--- src/rtl/alu_writeback.sv ---
// ALU write-back stage: ARM condition evaluation, CPSR NZCV update and a single-entry register-file write buffer.
// Optional annulled-instruction counter enabled by defining ALU_WRITEBACK_FAIL_COUNT_EN.
module alu_writeback #(
  parameter int DATA_WIDTH = 32
) (
  input  logic                  clk,
  input  logic                  rst_n,
  input  logic                  in_valid,
  output logic                  in_ready,
  input  logic [3:0]            cond,
  input  logic [3:0]            rd,
  input  logic                  write_rd,
  input  logic [DATA_WIDTH-1:0] result,
  input  logic                  flag_update,
  input  logic                  n_in,
  input  logic                  z_in,
  input  logic                  c_in,
  input  logic                  v_in,
  output logic [3:0]            cpsr_nzcv,
  output logic                  wb_valid,
  input  logic                  wb_ready,
  output logic [3:0]            wb_rd,
  output logic [DATA_WIDTH-1:0] wb_data,
  output logic [15:0]           cond_fail_count
);

  // flags are ordered {N,Z,C,V}
  function automatic logic cond_pass(input logic [3:0] c, input logic [3:0] f);
    logic pass;
    case (c)
      4'h0:    pass = f[2];
      4'h1:    pass = !f[2];
      4'h2:    pass = f[1];
      4'h3:    pass = !f[1];
      4'h4:    pass = f[3];
      4'h5:    pass = !f[3];
      4'h6:    pass = f[0];
      4'h7:    pass = !f[0];
      4'h8:    pass = f[1] && !f[2];
      4'h9:    pass = !f[1] || f[2];
      4'hA:    pass = (f[3] == f[0]);
      4'hB:    pass = (f[3] != f[0]);
      4'hC:    pass = !f[2] && (f[3] == f[0]);
      4'hD:    pass = f[2] || (f[3] != f[0]);
      4'hE:    pass = 1'b1;
      default: pass = 1'b0;
    endcase
    return pass;
  endfunction

  logic [3:0]            cpsr_r;
  logic                  wb_valid_r;
  logic [3:0]            wb_rd_r;
  logic [DATA_WIDTH-1:0] wb_data_r;
  logic                  in_ready_s;
  logic                  accept_s;
  logic                  pass_s;
  logic                  load_s;
  logic                  flag_wr_s;
  logic                  annul_s;

  // Handshake and condition decode for the instruction presented this cycle.
  always_comb begin
    in_ready_s = !wb_valid_r || wb_ready;
    accept_s   = in_valid && in_ready_s;
    pass_s     = cond_pass(cond, cpsr_r);
    load_s     = accept_s && pass_s && write_rd;
    flag_wr_s  = accept_s && pass_s && flag_update;
    annul_s    = accept_s && !pass_s;
  end

  // CPSR flags and write-back buffer; a drain and a load on the same edge keep the buffer full.
  always_ff @(posedge clk) begin
    if (!rst_n) begin
      cpsr_r     <= 4'b0000;
      wb_valid_r <= 1'b0;
      wb_rd_r    <= 4'd0;
      wb_data_r  <= '0;
    end else begin
      if (flag_wr_s) begin
        cpsr_r <= {n_in, z_in, c_in, v_in};
      end
      if (load_s) begin
        wb_valid_r <= 1'b1;
        wb_rd_r    <= rd;
        wb_data_r  <= result;
      end else if (wb_ready) begin
        wb_valid_r <= 1'b0;
      end
    end
  end

`ifdef ALU_WRITEBACK_FAIL_COUNT_EN
  logic [15:0] fail_cnt_r;

  // Saturating count of annulled instructions.
  always_ff @(posedge clk) begin
    if (!rst_n) begin
      fail_cnt_r <= 16'd0;
    end else if (annul_s && (fail_cnt_r != 16'hFFFF)) begin
      fail_cnt_r <= fail_cnt_r + 16'd1;
    end
  end

  assign cond_fail_count = fail_cnt_r;
`else
  logic unused_annul_s;
  assign unused_annul_s  = annul_s;
  assign cond_fail_count = 16'd0;
`endif

  assign in_ready  = in_ready_s;
  assign cpsr_nzcv = cpsr_r;
  assign wb_valid  = wb_valid_r;
  assign wb_rd     = wb_rd_r;
  assign wb_data   = wb_data_r;

endmodule

--- config.mk ---
export PLATFORM = sky130hd
export DESIGN_NAME = alu_writeback
export DESIGN_NICKNAME = d
export VERILOG_FILES = /design/src/rtl/alu_writeback.sv
export SDC_FILE = /design/constraint.sdc
export NUM_CORES = 1
export LEC_CHECK = 0
export ABC_AREA = 1
export BUFFER_PORTS_ARGS = -buffer_cell sky130_fd_sc_hd__buf_2
export CORE_MARGIN = 5
export CORE_UTILIZATION = 43
export DETAILED_ROUTE_END_ITERATION = 7
export PLACE_DENSITY_LB_ADDON = 0.3
export SLEW_MARGIN = 20
export SYNTH_ARGS = -nofsm -noshare
export SYNTH_HDL_FRONTEND = slang
export SYNTH_SLANG_ARGS = --single-unit
--- constraint.sdc ---
create_clock -name clk -period 1.7 [get_ports clk]
set_clock_uncertainty 0.2 [all_clocks]
set_input_delay 0.425 -clock clk [delete_from_list [all_inputs] [get_ports clk]]
set_output_delay 0.425 -clock clk [all_outputs]
set_load 0.02 [all_outputs]
# Word level (Yosys, flattened, before mapping)
# Cells that the tools add are included.
[word_totals]
ff_bits = 41
inputBits = 50
wordCells = 39
output_inout_bits = 58
[op_classes]
n_eq_ne = 16
reduce_logical = 16
n_mux = 3
[op_table]
columns = ["operator", "n"]
rows = [
  ["== test 4 bit, second input constant", 7],
  ["== test 4 x 3 -> 1 bit, second input constant", 4],
  ["one-hot mux 1 bit (15 select lines)", 1],
  ["== test 4 x 2 -> 1 bit, second input constant", 2],
  ["logical AND 1 bit", 6],
  ["zero test 1 bit", 5],
  ["== test 4 x 1 -> 1 bit, second input constant", 1],
  ["zero test 4 bit", 1],
  ["logical OR 1 bit", 3],
  ["2-to-1 mux 1 bit", 2],
  ["nonzero test 2 bit", 1],
  ["== test 1 bit", 1],
  ["!= test 1 bit", 1],
]

# Logic depth before layout (Yosys ltp)
# Gate-level depths: netlist of the first run.
[logic_depth]
ltp_word = 6
mapped_depth = 13
depth_no_buf = 12

# Worst setup path before layout of the first run
# No wires, ideal clock.
[synth_path]
kind = "reg2reg"
startpoint = "register cpsr_r[1], in the netlist cpsr_nzcv[1]"
endpoint = "register wb_data_r[13], in the netlist wb_data[13]"
path_stages_with_launch = 13
path_slack_ps = -79
required_ps = 1390
arrival_time_ps = 1469
cell_sequence = "dfxtp_1 -> inv_1 -> a21oi_1 -> nand2_1 -> nand2_1 -> nand2_1 -> nor2_1 -> nand2_4 -> nand3_4 -> buf_6 -> nand2_1 -> inv_2 -> nor2_1"
[synth_via]
elab_chain_len = 5
word_cells_on_any_way = 6
cone_classes = "mux (1); reduce/logical (5)"
[synth_rtl]
columns = ["item", "line_no", "source"]
rows = [
  ["from (decl)", "51", "logic [3:0] cpsr_r;"],
  ["from (signal assigned)", "81", "cpsr_r <= {n_in, z_in, c_in, v_in};"],
  ["zero test 1 bit", "34, 40", ""],
  ["logical OR 1 bit", "40", "4'h9: pass = !f[1] || f[2];"],
  ["one-hot mux 1 bit (15 select lines) *", "30", "case (c)"],
  ["logical AND 1 bit * (2 in series)", "67", "load_s = accept_s && pass_s && write_rd;"],
  ["to (signal assigned)", "86", "wb_data_r <= result;"],
  ["to (decl)", "54", "logic [DATA_WIDTH-1:0] wb_data_r;"],
]
# Mark *: on every way between the ends. The rest lies on a longest branch, timed or not.
# A chain may end at the register's enable or synchronous reset.

# Worst setup path in the final report of the first run
[layout_path]
startpoint = "register cpsr_r[3], in the netlist cpsr_nzcv[3]"
endpoint = "register wb_data_r[2], in the netlist wb_data[2]"
[layout_via]
elab_chain_len = 5
word_cells_on_any_way = 8
cone_classes = "eq/ne (2); mux (1); reduce/logical (5)"
[layout_rtl]
columns = ["item", "line_no"]
rows = [
  ["!= test 1 bit / == test 1 bit (equally long branches)", "--"],
  ["logical OR 1 bit / logical AND 1 bit (equally long branches)", "44, 43"],
  ["one-hot mux 1 bit (15 select lines) *", "30"],
  ["logical AND 1 bit * (2 in series)", "67"],
]
# Marks and branches as above.

==> flow_summary.yaml, run 1 <==
outcome:
  status: "complete, but fails checks"
  violations: "setup timing"
drt:
  ant_nets: 0
  via_count: 2627
  wirelength_um: 6441
  drtIter0Drc: 52
  avgRoutedWirePerCell_um: 10.99
  drt_pass1_iterations: 4
  drc: 0
  viasPerCell: 4.483
yosys:
  synth_warnings: 0
  synth-seq-area-share_pct: 33.50
  synthCells: 411
  yosysTopAreaCell: "dfxtp_1"
  synth_cell_type_count: 20
  syn_avg_cell_area_um2: 5.961
  yosys-top-cells-area: "dfxtp_1 (34%), inv_1 (19%), nand2_1 (15%), nand4_1 (10%), nor2_1 (7.2%)"
  synth_seq_cells: 41
  synth_top_area_share_pct: 33.50
  synth.cell_area_mm2: 0.002450
floorplan:
  fp.dieH_um: 85.48
  fp-row-count: 27
  chipWidth_um: 85.48
  start_util_pct: 44.49
  io_pins: 108
  design.die.area_mm2: 0.007307
  core-area_mm2: 0.005507
global_routing:
  grt_max_degree: 28
  gr-total-overflow: 0
  grt.total_usage_pct: 17.68
  grt_pass1_wl_um: 10670
  grt_pass1_vias: 2426
  antenna_found_initial: 0
critical_path:
  start_kind: "flop"
  endpoint_kind: "flop"
  worstPathArrival_ps: 1700
  critPathKind: "flop to flop"
  crit_path_max_fanout: 5
  crit_required_ps: 1690
  rrSetupSlack_ps: -8
clock_network:
  cts_made_buffers: 5
  cts_root_buffer: "clkbuf_8"
  cts_num_sinks: 41
  cts_max_path_buffers: 2
  cts_hold_buf: 0
  clk_latency_ps: 280
  cts_max_level: 2
  cts.clk_slew.worst_paths_ps: 80
  cts_tree: "built"
cells_and_area:
  drive_above_1_share_pct: 38.52
  diodes: 0
  fin_nets: 563
  final_cell_mix: "inv_1 (111), buf_2 (89), nand2_1 (68), nand4_1 (40), dfxtp_1 (37)"
  final_area_mm2: 0.003443
  nFillCells: 522
  area_growth_pct: 40.55
  layout_commonest_cell: "inv_1"
sta:
  finalSetupViolations: 2
  finalCritPeriodShare_pct: 100.5
  timing.final.crit_period_ps: 1708
  slew_violations: 0
  hold_viol: 0
  rsz0062_at_grt: "true"
  max_freq_ghz: 0.5855
  setup_slack_ps: -7.851
placement:
  detailed_place_hpwl_um: 4565
  dp_slack_ps: -260.9
  place_congestion: 0.8770
  port_buffers: 91
  post_dp_cell_area_mm2: 0.003083
power:
  p_per_area_mw_per_mm2: 797.0
  p_leak_uw: 0.002018
  vdd_drop_max_mv: 0.5571
job:
  drv_cap: 0
hold_path:
  hp-class: "primary input to flop"
flip-flops by register name, summed over array words and instances, names as in the netlist:
name / cells
wb_valid: 1
cpsr_nzcv: 4
wb_rd: 4
wb_data: 32
final timing paths:
check                           cells past startpoint         start     endpoint
worst max-delay path                               13  cpsr_nzcv[3]   wb_data[2]
worst min register to register                      4   wb_data[31]  wb_data[31]
worst max register to register                     13  cpsr_nzcv[3]   wb_data[2]
worst min-delay path                                5    result[13]  wb_data[13]
area by class of cell:
cell class | instances | area [µm²] | share of cell area (%)
multi-input combinational | 221 | 1166 | 33.87
sequential | 41 | 828.3 | 24.06
timing repair buffer | 116 | 762.0 | 22.13
inverter | 128 | 480.5 | 13.95
tap | 72 | 90.09 | 2.616
clock buffer | 7 | 86.33 | 2.507
clock inverter | 1 | 30.03 | 0.8721
synth_stat cells:
| master | instances |
|---|---|
| a21boi_1 | 3 |
| a21oi_1 | 2 |
| buf_1 | 5 |
| buf_2 | 5 |
| buf_4 | 16 |
| buf_6 | 3 |
| clkbuf_1 | 7 |
| conb_1 | 1 |
| dfxtp_1 | 41 |
| inv_1 | 123 |
| inv_2 | 5 |
| nand2_1 | 98 |
| nand2_4 | 1 |
| nand3_1 | 9 |
| nand3_4 | 1 |
| nand4_1 | 40 |
| nor2_1 | 47 |
| nor3_1 | 2 |
| o21ai_0 | 1 |
| o21ai_1 | 1 |
metal layers:
| layer | GRT usage, % | vias to the layer above | part of all wire [%] |
|---|---|---|---|
| met2 | 31.92 | 85 | 50 |
| met5 | 0 | - | 0 |
| met4 | 4.173 | 0 | 0.53 |
| met1 | 20.69 | 1173 | 41 |
| li1 | - | 1364 | - |
| met3 | 4.660 | 5 | 7.7 |
where the power goes:
| group | total, µW | internal, µW | switching, µW |
|---|---|---|---|
| combinational | 861 | 348 | 513 |
| clock | 810 | 479 | 331 |
| sequential | 1070 | 1030 | 39.5 |
logic make-up after synthesis:
kind of cell	synth area share, %
flip-flops	33.50
AND/OR/NAND/NOR	35.85
other	0.1531
buffers and inverters	28.75
AO/OA/AOI/OAI	1.736
critical path: stages, from the launching register on:
cell	delay [ps]
dfxtp_2	340
inv_2	70
nand2_2	70
nand3_2	70
nand2_1	50
nand2_1	50
nand2_1	60
nor2_2	150
nand2_4	90
nand3_4	140
buf_6	170
nand2_1	60
inv_1	50
nor2_1	40
repair_timing:
item	4_1_cts	5_1_grt
setup endpoints to repair	36	41
pin swaps	4	11
gates resized for setup	20	52
gates cloned	1	2
setup buffers	2	1
per-stage QoR:
| step | setup TNS (ps) | cells | power [µW] | util [%] | hold WS, ps |
|---|---|---|---|---|---|
| after CTS | -47.49 | 583 | 2699 | 59.42 | 238.3 |
| final | -12.06 | 586 | 2744 | 62.53 | 250.0 |
| after global routing | -4022 | 586 | 2930 | 62.53 | 257.3 |
| after floorplan | 0 | 426 | 1600 | - | 378.1 |
| after global placement | -9490 | 573 | 1839 | 55.99 | 293.6 |
| after detailed placement | -9677 | 573 | 1848 | 55.99 | 294.0 |
No activity file was read; power rests on OpenSTA's default activity.
==> inputs of run 2 (changes only) <==
ABC_AREA = default   (was 1)
CORE_UTILIZATION = 40   (was 43)
==> flow_summary.yaml, run 2 <==
outcome:
  status: "complete, but fails checks"
  violations: "setup timing"
cells_and_area:
  final_cell_mix: "buf_2 (91), nand2_1 (81), mux2i_1 (42), dfxtp_1 (40)"
  ff_latch_area_um2: 822.0
  fin_nets: 376
  layout_commonest_cell: "buf_2"
  nFillCells: 459
  largest_reg_flops: 32
  area_growth_pct: 31.40
  multi_input_area_mm2: 0.001002
  diodes: 0
  drive_above_1_share_pct: 38.23
  postLayoutCoreUtil_pct: 55.03
  final_area_mm2: 0.002634
  final_cells: 394
drt:
  viasPerCell: 4.467
  avgRoutedWirePerCell_um: 11.97
  ant_nets: 0
  drc: 0
  drt_pass1_iterations: 4
  wirelength_um: 4715
  drtIter0Drc: 62
  via_count: 1760
sta:
  finalCritPeriodShare_pct: 120.9
  tns_ps: -12880
  slew_violations: 0
  rsz0062_at_grt: "true"
  setup_slack_ps: -355.3
  finalSetupViolations: 41
  max_freq_ghz: 0.4866
  hold_viol: 0
  timing.final.crit_period_ps: 2055
floorplan:
  fp.dieH_um: 80.79
  io_pins: 108
  chipWidth_um: 80.79
  design.die.area_mm2: 0.006527
  fp-row-count: 25
  core-area_mm2: 0.004786
  start_util_pct: 41.88
power:
  total_power_uw: 2062
  p_per_area_mw_per_mm2: 782.9
  vdd_drop_max_mv: 0.4707
  p_leak_uw: 0.001282
critical_path:
  worstPathArrival_ps: 2070
  rr_worst_depth: 6
  endpoint_kind: "flop"
  timing.rr.start: "cpsr_nzcv[3]"
  crit_path_max_fanout: 10
  start_kind: "flop"
  startpoint: "cpsr_nzcv[3]"
  critPathKind: "flop to flop"
  crit_required_ps: 1720
yosys:
  synthXorXnorAreaFrac_pct: 0.8739
  syn_avg_cell_area_um2: 8.909
  yosysTopAreaCell: "dfxtp_1"
  synth_seq_cells: 41
  synth_top_area_share_pct: 40.95
  synth.cell_area_mm2: 0.002004
  synth_fa_ha_area_share_pct: 0
  synth_flop_cell: "dfxtp_1"
  yosys-top-cells-area: "dfxtp_1 (41%), mux2i_1 (21%), nand2_1 (15%), buf_4 (6.0%), buf_12 (3.0%)"
  synth-seq-area-share_pct: 40.95
  synth_compound_area_share_pct: 4.494
  synthArstFlopShare_pct: 0
  muxShareOfSynthArea_pct: 20.97
  synth_cell_type_count: 31
  synth_edf_count: 0
  synthCells: 225
  synth_top_family_by_area: "multiplexers"
  ys_top_cells_by_count: "nand2_1 (81), mux2i_1 (42), dfxtp_1 (41)"
  synth_warnings: 0
  synth_most_common_cell: "nand2_1"
  synth_simple_gate_area_share_pct: 19.79
global_routing:
  grt_max_degree: 44
  grt_pass1_wl_um: 7210
  grt.total_usage_pct: 14.04
  antenna_found_initial: 0
  grt_pass1_vias: 1642
  gr-total-overflow: 0
hold_path:
  hp-class: "primary input to flop"
  hold_start: "result[20]"
  whs_path_depth: 3
clock_network:
  cts_root_buffer: "clkbuf_8"
  cts_hold_buf: 0
  cts_tree: "built"
  cts.clk_slew.worst_paths_ps: 80
  cts_max_level: 2
  cts_made_buffers: 5
  cts_max_path_buffers: 2
  cts_num_sinks: 41
  clk_latency_ps: 290
placement:
  dpl.cell_count: 385
  place_congestion: 0.7832
  detailed_place_hpwl_um: 3519
  post_dp_cell_area_mm2: 0.002534
  port_buffers: 91
job:
  drv_cap: 0
-- run 2: cell count changes in the layout (fill, tap and decap cells not counted), moves of 3 or more --
cell and delta:
buf_4 +3, buf_6 -5, dfxtp_1 +3, inv_1 -109, inv_2 -17, mux2i_1 +42, nand2_1 +13, nand2_2 -26
nand2_4 -4, nand3_2 -5, nand4_1 -40, nor2_1 -34, nor2_2 -10
-- run 2: stage by stage --
stage	setup WS [ps]	hold WS [ps]
global placement	-513.6	238.9
detailed placement	-557.9	245.7
CTS	-369.0	162.0
floorplan	-435.9	333.2
global route	-440.5	163.2
finish	-355.3	168.6
-- run 2: cell type report --
class	count	area share [%]
clock buffer	6	2.755
timing repair buffer	110	24.13
tap	67	3.183
clock inverter	2	0.3800
inverter	2	0.2850
multi-input combinational	166	38.05
sequential	41	31.21
-- run 2: logic make-up after synthesis --
family / after synthesis
xor gates and xnor gates: 2
muxes: 42
AOI/OAI and AO/OA: 11
other: 1
DFF: 41
and+or+nand+nor: 95
buffers and inverters: 33
-- run 2: timing repair --
| item | 4_1_cts | 5_1_grt |
|---|---|---|
| gates cloned | 0 | 0 |
| setup buffers | 1 | 0 |
| endpoints found under the setup margin | 41 | 42 |
| gates resized for setup | 1 | 2 |
-- run 2: worst max-delay path: stages (launching register included) --
cell and delay, ps:
dfxtp_2 330, xor2_1 170, or4_1 400, a31o_1 230, a31oi_4 200, buf_4 250, mux2i_1 200
-- run 2: layer usage --
layer | routed length [µm] | vias to the layer above | track usage, %
met3 | 411 | 5 | 4.656
met2 | 2242 | 66 | 22.27
met4 | 58 | 0 | 5.068
met5 | 0 | - | 0
li1 | - | 905 | -
met1 | 2002 | 784 | 17.81
-- run 2: worst paths after layout --
path            endpoint  slack (ps)
max           wb_data[1]        -360
max reg2reg   wb_data[1]        -360
min reg2reg  wb_data[20]         260
min          wb_data[20]         170
-- run 2: report_power, final --
part / switching (µW) / internal (µW) / leakage (µW)
clock: 320 / 284 / 0.0000450
combinational: 247 / 181 / 0.000904
sequential: 22.7 / 1010 / 0.000334
==> inputs of run 3 (changes only) <==
CTS_BUF_LIST = sky130_fd_sc_hd__clkbuf_16   (was default)
REMOVE_ABC_BUFFERS = 1   (was default)
==> flow_summary.yaml, run 3 (same netlist as run 2, synthesis figures left out) <==
outcome:
  status: "complete, but fails checks"
  violations: "setup timing"
global_routing:
  grt.total_usage_pct: 14.11
  antenna_found_initial: 0
  gr-total-overflow: 0
  grt_pass1_wl_um: 7258
  grt_pass1_vias: 1645
  grt_max_degree: 82
hold_path:
  whs_path_depth: 3
  min_to: "wb_data[5]"
  hold_start: "result[5]"
  hp-class: "primary input to flop"
floorplan:
  core-area_mm2: 0.004786
  io_pins: 108
  chipWidth_um: 80.79
  design.die.area_mm2: 0.006527
  fp-row-count: 25
  fp.dieH_um: 80.79
  start_util_pct: 41.88
cells_and_area:
  area_growth_pct: 40.70
  layout_commonest_cell: "buf_2"
  drive_above_1_share_pct: 39.09
  diodes: 0
  final_cell_mix: "buf_2 (91), nand2_1 (81), mux2i_1 (40), dfxtp_1 (40), conb_1 (16)"
  largest_reg_flops: 32
  fin_nets: 379
  postLayoutCoreUtil_pct: 58.93
critical_path:
  rrSetupSlack_ps: -360
  timing.rr.start: "cpsr_nzcv[3]"
  rr_worst_depth: 7
  start_kind: "flop"
  worstPathArrival_ps: 2070
  crit_path_max_fanout: 5
  crit_required_ps: 1710
  worstReg2RegEnd: "wb_rd[1]"
  critPathKind: "flop to flop"
  startpoint: "cpsr_nzcv[3]"
  endpoint_kind: "flop"
power:
  power_switching_uw: 632.0
  combPwrFrac_pct: 20.0
  p_leak_uw: 0.001356
  vdd_drop_max_mv: 0.6224
  intPower_uw: 1749
  swShare_pct: 26.54
  pwr-share-clk_pct: 36.8
  p_per_area_mw_per_mm2: 844.5
  p_seq_share_pct: 43.2
sta:
  holdWs_ps: 185.9
  timing.final.crit_period_ps: 2063
  finalCritPeriodShare_pct: 121.4
  slew_violations: 0
  rsz0062_at_grt: "true"
  finalSetupViolations: 41
  max_freq_ghz: 0.4846
  hold_viol: 0
  setup_slack_ps: -363.3
placement:
  detailed_place_hpwl_um: 3303
  place_congestion: 0.7536
  port_buffers: 91
drt:
  avgRoutedWirePerCell_um: 12.16
  viasPerCell: 4.519
  drc: 0
  wirelength_um: 4827
  ant_nets: 0
  via_count: 1794
  drtIter0Drc: 79
  drt_pass1_iterations: 4
clock_network:
  cts_root_buffer: "clkbuf_16"
  cts_made_buffers: 5
  cts_max_level: 2
  cts_tree: "built"
  clk_latency_ps: 280
  cts_num_sinks: 41
  cts.clk_slew.worst_paths_ps: 60
  cts_max_path_buffers: 2
job:
  drv_cap: 0
-- run 3: what timing repair did --
item | in CTS | in global routing
setup endpoints to repair | 41 | 42
buffers inserted | 4 | 0
resized for setup | 5 | 6
hold buffers | 0 | 0
pin swaps | 1 | 3
cloned | 2 | 2
endpoints found under the hold margin | 0 | 0
-- run 3: stage by stage --
stage / setup slack [ps] / instance area (µm²) / TNS, ps / cells / power (µW)
4_1_cts: -334.8 / 2736 / -12550 / 395 / 2379
5_1_grt: -448.8 / 2820 / -16750 / 397 / 2498
6_report: -363.3 / 2820 / -13650 / 397 / 2382
3_5_place_dp: -591.4 / 2504 / -22750 / 381 / 1466
3_3_place_gp: -544.5 / 2504 / -21510 / 381 / 1463
2_1_floorplan: -1669 / 1813 / -62600 / 209 / 1276
-- run 3: worst max path at each step --
stage | to | slack (ps) | cells past startpoint
after floorplan | wb_data[0] | -1670 | 5
after global placement | wb_data[21] | -540 | 7
after detailed placement | wb_data[9] | -590 | 7
after CTS | wb_data[6] | -330 | 7
after global routing | wb_data[17] | -450 | 7
final | wb_rd[1] | -360 | 7
-- run 3: area by class of cell --
| type | count | area, µm² |
|---|---|---|
| timing repair buffer | 113 | 737.0 |
| clock inverter | 3 | 11.26 |
| multi-input combinational | 166 | 1033 |
| fill | 449 | 1966 |
| inverter | 2 | 7.507 |
| tap | 67 | 83.83 |
| clock buffer | 5 | 125.1 |
| sequential | 41 | 822.0 |
-- run 3: power by group through the flow --
stage,registers (µW),logic [µW],clock network [µW]
after floorplan,1110,168,0
after global placement,1050,414,0
after detailed placement,1050,418,0
after CTS,1030,453,897
after global routing,1030,517,947
final,1030,477,877
-- run 3: per-layer routing --
metal  track usage (%)  up-vias  share of wire [%]
met5                 0        -                  0
met4             5.236        0                2.0
met3             6.430       11                 12
met2             22.10       78                 45
met1             16.98      790                 41
li1                  -      915                  -
-- run 3: worst max-delay path: stages (launching register included) --
cell and delay [ps]:
dfxtp_2 320, xor2_1 160, or4_1 390, a31o_1 240, a31oi_4 170, buf_6 180
clkbuf_16 160, mux2i_1 170
